==> src/rtl/qam_lock_detector.sv <==
// 16-QAM hard-decision slicer + windowed-error hysteresis lock detector.
// Optional QAM_LOCK_EVM_OUT_EN adds win_done/win_sum outputs.
//
// Ports:
//   clk, reset (async, active-high), clk_enable (global hold)
//   in_valid, in_i, in_q      : de-rotated signed I/Q from the PLL
//   sym_valid, sym, err_mag   : registered slicer result (latency 1)
//   locked                    : high while the FSM is in LOCKED
//   win_done, win_sum         : window-close pulse and last window sum
//                               (only with QAM_LOCK_EVM_OUT_EN)
module qam_lock_detector #(
  parameter int DATA_W     = 16,
  parameter int LEVEL      = 2048,
  parameter int WIN_LEN    = 256,
  parameter int LOCK_THR   = 65536,
  parameter int UNLOCK_THR = 131072,
  parameter int LOCK_CNT   = 4,
  parameter int MISS_CNT   = 2
) (
  input  logic                     clk,
  input  logic                     reset,
  input  logic                     clk_enable,
  input  logic                     in_valid,
  input  logic signed [DATA_W-1:0] in_i,
  input  logic signed [DATA_W-1:0] in_q,
  output logic                     sym_valid,
  output logic [3:0]               sym,
  output logic [DATA_W+1:0]        err_mag,
  output logic                     locked
`ifdef QAM_LOCK_EVM_OUT_EN
  ,
  output logic                     win_done,
  output logic [DATA_W+1+$clog2(WIN_LEN):0] win_sum
`endif
);

  localparam int EW    = DATA_W + 2;
  localparam int CNT_W = $clog2(WIN_LEN);
  localparam int ACC_W = EW + CNT_W;
  localparam int GC_W  = $clog2(LOCK_CNT + 1);
  localparam int MC_W  = $clog2(MISS_CNT + 1);

  localparam logic signed [EW-1:0] P_L1 = EW'(LEVEL);
  localparam logic signed [EW-1:0] P_L2 = EW'(2 * LEVEL);
  localparam logic signed [EW-1:0] P_L3 = EW'(3 * LEVEL);

  localparam logic [CNT_W-1:0] P_LAST = CNT_W'(WIN_LEN - 1);
  localparam logic [ACC_W-1:0] P_LTHR = ACC_W'(LOCK_THR);
  localparam logic [ACC_W-1:0] P_UTHR = ACC_W'(UNLOCK_THR);

  typedef enum logic [1:0] {
    S_SEARCH,
    S_VERIFY,
    S_LOCKED
  } state_t;

  // Returns {gray bits, |x - ideal|}; ties resolve to the higher point.
  function automatic logic [EW+1:0] slice_ax(
    input logic signed [DATA_W-1:0] x
  );
    logic signed [EW-1:0] xe;
    logic signed [EW-1:0] d;
    logic [1:0]           b;
    logic [EW-1:0]        e;
    xe = {{2{x[DATA_W-1]}}, x};
    if (xe >= P_L2) begin
      b = 2'b10;
      d = xe - P_L3;
    end else if (!xe[EW-1]) begin
      b = 2'b11;
      d = xe - P_L1;
    end else if (xe >= -P_L2) begin
      b = 2'b01;
      d = xe + P_L1;
    end else begin
      b = 2'b00;
      d = xe + P_L3;
    end
    e = d[EW-1] ? -d : d;
    return {b, e};
  endfunction

  logic [EW+1:0]    w_si;
  logic [EW+1:0]    w_sq;
  logic             w_close;
  logic [ACC_W-1:0] w_sum;
  logic             w_good;
  logic             w_bad;

  logic             r_sym_valid;
  logic [3:0]       r_sym;
  logic [EW-1:0]    r_err;
  logic [ACC_W-1:0] r_acc;
  logic [CNT_W-1:0] r_win_cnt;
  state_t           r_state;
  logic [GC_W-1:0]  r_good_cnt;
  logic [MC_W-1:0]  r_miss_cnt;
  logic             r_locked;

  assign w_si = slice_ax(in_i);
  assign w_sq = slice_ax(in_q);

  // Stage 1: slicer
  always_ff @(posedge clk or posedge reset) begin
    if (reset) begin
      r_sym_valid <= 1'b0;
      r_sym       <= 4'd0;
      r_err       <= '0;
    end else if (clk_enable) begin
      r_sym_valid <= in_valid;
      if (in_valid) begin
        r_sym <= {w_si[EW+1:EW], w_sq[EW+1:EW]};
        r_err <= w_si[EW-1:0] + w_sq[EW-1:0];
      end
    end
  end

  // Stage 2: window accumulation; the closing sum includes the last sample
  assign w_sum   = r_acc + ACC_W'(r_err);
  assign w_close = clk_enable & r_sym_valid & (r_win_cnt == P_LAST);
  assign w_good  = (w_sum <= P_LTHR);
  assign w_bad   = (w_sum > P_UTHR);

  always_ff @(posedge clk or posedge reset) begin
    if (reset) begin
      r_acc     <= '0;
      r_win_cnt <= '0;
    end else if (clk_enable && r_sym_valid) begin
      if (r_win_cnt == P_LAST) begin
        r_acc     <= '0;
        r_win_cnt <= '0;
      end else begin
        r_acc     <= w_sum;
        r_win_cnt <= r_win_cnt + CNT_W'(1);
      end
    end
  end

  // Lock hysteresis FSM, evaluated once per closed window
  always_ff @(posedge clk or posedge reset) begin
    if (reset) begin
      r_state    <= S_SEARCH;
      r_good_cnt <= '0;
      r_miss_cnt <= '0;
      r_locked   <= 1'b0;
    end else if (w_close) begin
      unique case (r_state)
        S_SEARCH: begin
          if (w_good) begin
            r_good_cnt <= GC_W'(1);
            if (LOCK_CNT == 1) begin
              r_state    <= S_LOCKED;
              r_miss_cnt <= '0;
              r_locked   <= 1'b1;
            end else begin
              r_state <= S_VERIFY;
            end
          end
        end
        S_VERIFY: begin
          if (w_good) begin
            r_good_cnt <= r_good_cnt + GC_W'(1);
            if (r_good_cnt + GC_W'(1) == GC_W'(LOCK_CNT)) begin
              r_state    <= S_LOCKED;
              r_miss_cnt <= '0;
              r_locked   <= 1'b1;
            end
          end else begin
            r_state    <= S_SEARCH;
            r_good_cnt <= '0;
          end
        end
        S_LOCKED: begin
          if (w_bad) begin
            if (r_miss_cnt + MC_W'(1) == MC_W'(MISS_CNT)) begin
              r_state    <= S_SEARCH;
              r_good_cnt <= '0;
              r_miss_cnt <= '0;
              r_locked   <= 1'b0;
            end else begin
              r_miss_cnt <= r_miss_cnt + MC_W'(1);
            end
          end else if (w_good) begin
            r_miss_cnt <= '0;
          end
        end
        default: begin
          r_state    <= S_SEARCH;
          r_good_cnt <= '0;
          r_miss_cnt <= '0;
          r_locked   <= 1'b0;
        end
      endcase
    end
  end

  assign sym_valid = r_sym_valid;
  assign sym       = r_sym;
  assign err_mag   = r_err;
  assign locked    = r_locked;

`ifdef QAM_LOCK_EVM_OUT_EN
  logic             r_win_done;
  logic [ACC_W-1:0] r_win_sum;

  always_ff @(posedge clk or posedge reset) begin
    if (reset) begin
      r_win_done <= 1'b0;
      r_win_sum  <= '0;
    end else if (clk_enable) begin
      r_win_done <= w_close;
      if (w_close) begin
        r_win_sum <= w_sum;
      end
    end
  end

  assign win_done = r_win_done;
  assign win_sum  = r_win_sum;
`endif

endmodule

==> config.mk <==
export PLATFORM = sky130hd
export DESIGN_NAME = qam_lock_detector
export DESIGN_NICKNAME = d
export VERILOG_FILES = /design/src/rtl/qam_lock_detector.sv
export SDC_FILE = /design/constraint.sdc
export NUM_CORES = 1
export LEC_CHECK = 0
export CAP_MARGIN = 20
export CORE_MARGIN = 5
export CORE_UTILIZATION = 55
export CTS_CLUSTER_DIAMETER = 120
export DETAILED_ROUTE_END_ITERATION = 12
export HOLD_SLACK_MARGIN = 0.03
export PLACE_DENSITY = 0.76
export REMOVE_ABC_BUFFERS = 1
export SETUP_SLACK_MARGIN = 0.05
export SYNTH_ARGS = -nofsm -noshare
export SYNTH_HDL_FRONTEND = slang
export SYNTH_SLANG_ARGS = --single-unit
==> constraint.sdc <==
create_clock -name clk -period 5.56 [get_ports clk]
set_input_delay 1.112 -clock clk [delete_from_list [all_inputs] [get_ports clk]]
set_output_delay 1.112 -clock clk [all_outputs]
set_load 0.05 [all_outputs]
==> flow_metrics.tcl <==
set metrics [dict create \
    status "completed" \
    power_frac_comb_pct 65.0 \
    numClockSinks 65 \
    die_h_um 111 \
    dieWidth_um 111 \
    rsz0062_at_grt "false" \
    grt_use_met1_pct 27.6 \
    maxSlewViolCount 0 \
    skew_ps 13.4 \
    pwr-share-seq_pct 22.9 \
    syn_to_final_growth_pct 22.3 \
    synth_seq_cells 65 \
    power_density_mw_per_mm2 490 \
    synth_compound_area_share_pct 23.9 \
    synthAdderAreaFrac_pct 12.2 \
    grt_max_degree 62 \
    tightestPinTransition_ps 803 \
    p_int_mw 1.74 \
    swShare_pct 47.9 \
    place.gp.congestion 0.900 \
    antenna_left 0 \
    core_area_mm2 0.00982 \
    stdcell_count 892 \
    synthArstFlopShare_pct 100 \
    timing.max_cap.violations 0 \
    dp_hpwl_um 10600 \
    dp.cells 874 \
    synth_edf_count 0 \
    hold_start "r_win_cnt[6]" \
    r2r_cells 14 \
    p_switching_mw 1.60 \
    grt_antenna_before_repair 0 \
    synth-xor-area-share_pct 9.28 \
    yosysWarnings 0 \
    synth.cell_area_mm2 0.00557 \
    drt-total-wl_um 13400 \
    globalRoute.busiestLayer "met2" \
    synth_area_leader_cell "dfrtp_1" \
    drive_gt1_share_pct 10.9 \
    wire_per_inst_um 15.0 \
    min_to "r_win_cnt[6]" \
    finalHoldViolCount 0 \
    first_global_vias 5146 \
    htreeDepth 3 \
    setup_tns_ps 0 \
    clk_pin_slew_ps 80 \
    yosysSeqAreaShare_pct 29.2 \
    critPathArrivalTime_ps 5500 \
    period_minus_slack_ps 5260 \
    numCtsBuffers 9 \
    synth.top_cell.area_share_pct 29.2 \
    critPathMaxFanout 3 \
    finalSetupViolCount 0 \
    hold_ws_ps 486 \
    rows 36 \
    clockBufferDepth 2 \
    start_util_pct 56.7 \
    start_kind "input port" \
    io_buffers 59 \
    yosysMostFrequentCell "nand2_1" \
    grt-ovfl-total 0 \
    synthSimpleGateAreaFrac_pct 20.5 \
    nNetsFinal 842 \
    r2r-end "r_good_cnt[2]" \
    synth_area_per_cell_um2 8.42 \
    clkPwrFrac_pct 12.1 \
    critPathKind "input port to flip-flop" \
    drt-initial-drc-count 247 \
    worst_hold_path_type "flip-flop to flip-flop" \
    critical_path_required_ps 5790 \
    via_per_inst 5.81 \
    synthCells 661 \
    dieArea_mm2 0.0122 \
    grt_pass1_wl_um 23000 \
    cts_tree "yes" \
    synthTopCellsByCount "72 x nand2_1, 65 x dfrtp_1, 53 x nor2_1" \
    synthDistinctLibCells 69 \
    met2_usage_pct 38.6 \
    reg2reg_slack_ps 1380 \
    p_leak_nw 3.16 \
    n_antenna_cell 0 \
    hold_depth 1 \
    vias 5180 \
    cts_root_buf "clkbuf_8" \
    maxSlewHeadroom_pct 45.1 \
    timing.rr.start "err_mag[0]" \
    ys_top_cells_by_area "dfrtp_1 29%, ha_1 11%, xor2_1 5.2%" \
    max_freq_mhz 190 \
    drcViolationCount 0 \
    dr.pass1.iters 5 \
    vdd_ir_drop_max_v 0.000321 \
    yosys-mux-area-fraction_pct 1.35 \
    track_usage_pct 22.3 \
    met3_usage_pct 4.49 \
    synth_top_family_by_area "compound AO/OA/AOI/OAI gates" \
    ioPinCount 60 \
    synth_flop_cell "dfrtp_1" \
    clk_latency_ps 370 \
    ctsHoldBuffers 0 \
    fin_crit_sh_pct 94.7 \
    crit_path_end_kind "flip-flop" \
]
## placed cells by master, fill, tap and decap left out, types with 9 or more instances in the layout
master / n
inv_1: 33
a21oi_1: 29
nand2_1: 72
a31oi_1: 12
clkbuf_8: 9
o21ai_0: 47
a22o_1: 14
nor2_1: 51
a21o_1: 23
xnor2_1: 26
clkdlybuf4s50_1: 53
buf_4: 40
dfrtp_1: 65
ha_1: 48
nor3_1: 19
and3_1: 13
xor2_1: 33
nand3_1: 22
## registers in the layout, summed over array words and instances (netlist names)
register and cells:
r_good_cnt 3, sym 4, r_miss_cnt 2, locked 1, sym_valid 1, r_acc 26, err_mag 18, r_state 2
r_win_cnt 8
## cell type report
cell class              instances  area [um2]
clock inverters                 6        67.6
clock buffers                  10         128
flip-flops and latches         65        1630
inverters                      34         128
multi-input cells             544        3780
well taps                     133         166
repair buffers                100         913
fillers                       814        3010
## critical path, stage by stage
cell	delay, ps
clkdlybuf4s50_1	480
a21o_1	130
inv_1	40
ha_1	290
a21o_1	180
a21oi_2	180
o21ai_2	110
mux2_4	330
fa_2	390
a21o_1	180
a21o_1	190
a21o_1	190
a21o_1	180
a21o_1	190
a41o_1	250
o41a_1	370
a211o_1	330
a21oi_2	140
xor2_1	140
o21ai_0	80
## kinds of logic (layout without fill, tap and decap cells)
kind of cell    count (synthesis)  count (layout)
compound gates                194             194
xor+xnor                       59              59
fa+ha+maj                      52              52
buf+inv                        52             150
flops                          65              65
mux                             7               7
simple gates                  232             232
## routing by layer
layer	vias to the layer above	part of all wire [%]	wire [um]
met1	2439	44	5900
met2	114	50	6670
li1	2601	-	-
met4	0	2.1	288
met3	26	4.1	545
met5	-	0	0
## timing repair
item,4_1_cts,5_1_grt
buffers inserted,1,1
endpoints found under the setup margin,2,5
pin swaps,3,10
resized for setup,7,12
## per-stage QoR
stage          util [%]  worst slack, ps  total power [mW]  instance area, um2
6_report           69.3              297              3.34                6810
3_5_place_dp       66.7             -450              2.90                6550
4_1_cts            68.9             65.1              3.32                6770
2_1_floorplan         -            -35.0              2.34                5500
5_1_grt            69.3             97.8              3.61                6810
3_3_place_gp       66.7             -283              2.83                6550
## worst max-delay path by stage
stage             start          end  slack [ps]  cells after the start
6_report       in_i[12]  err_mag[16]         300                     20
2_1_floorplan  in_i[13]  err_mag[16]         -30                     21
4_1_cts        in_i[14]  err_mag[16]          70                     24
3_3_place_gp   in_i[13]  err_mag[16]        -280                     22
5_1_grt        in_i[12]  err_mag[16]         100                     20
3_5_place_dp   in_i[13]  err_mag[16]        -450                     22
## power groups by stage
stage | clock, mW | combinational (mW) | sequential [mW]
2_1_floorplan | 0 | 1.40 | 0.939
3_3_place_gp | 0 | 2.06 | 0.765
3_5_place_dp | 0 | 2.13 | 0.769
4_1_cts | 0.414 | 2.15 | 0.764
5_1_grt | 0.438 | 2.38 | 0.789
6_report | 0.403 | 2.17 | 0.763
No activity file was read; power rests on OpenSTA's default activity.
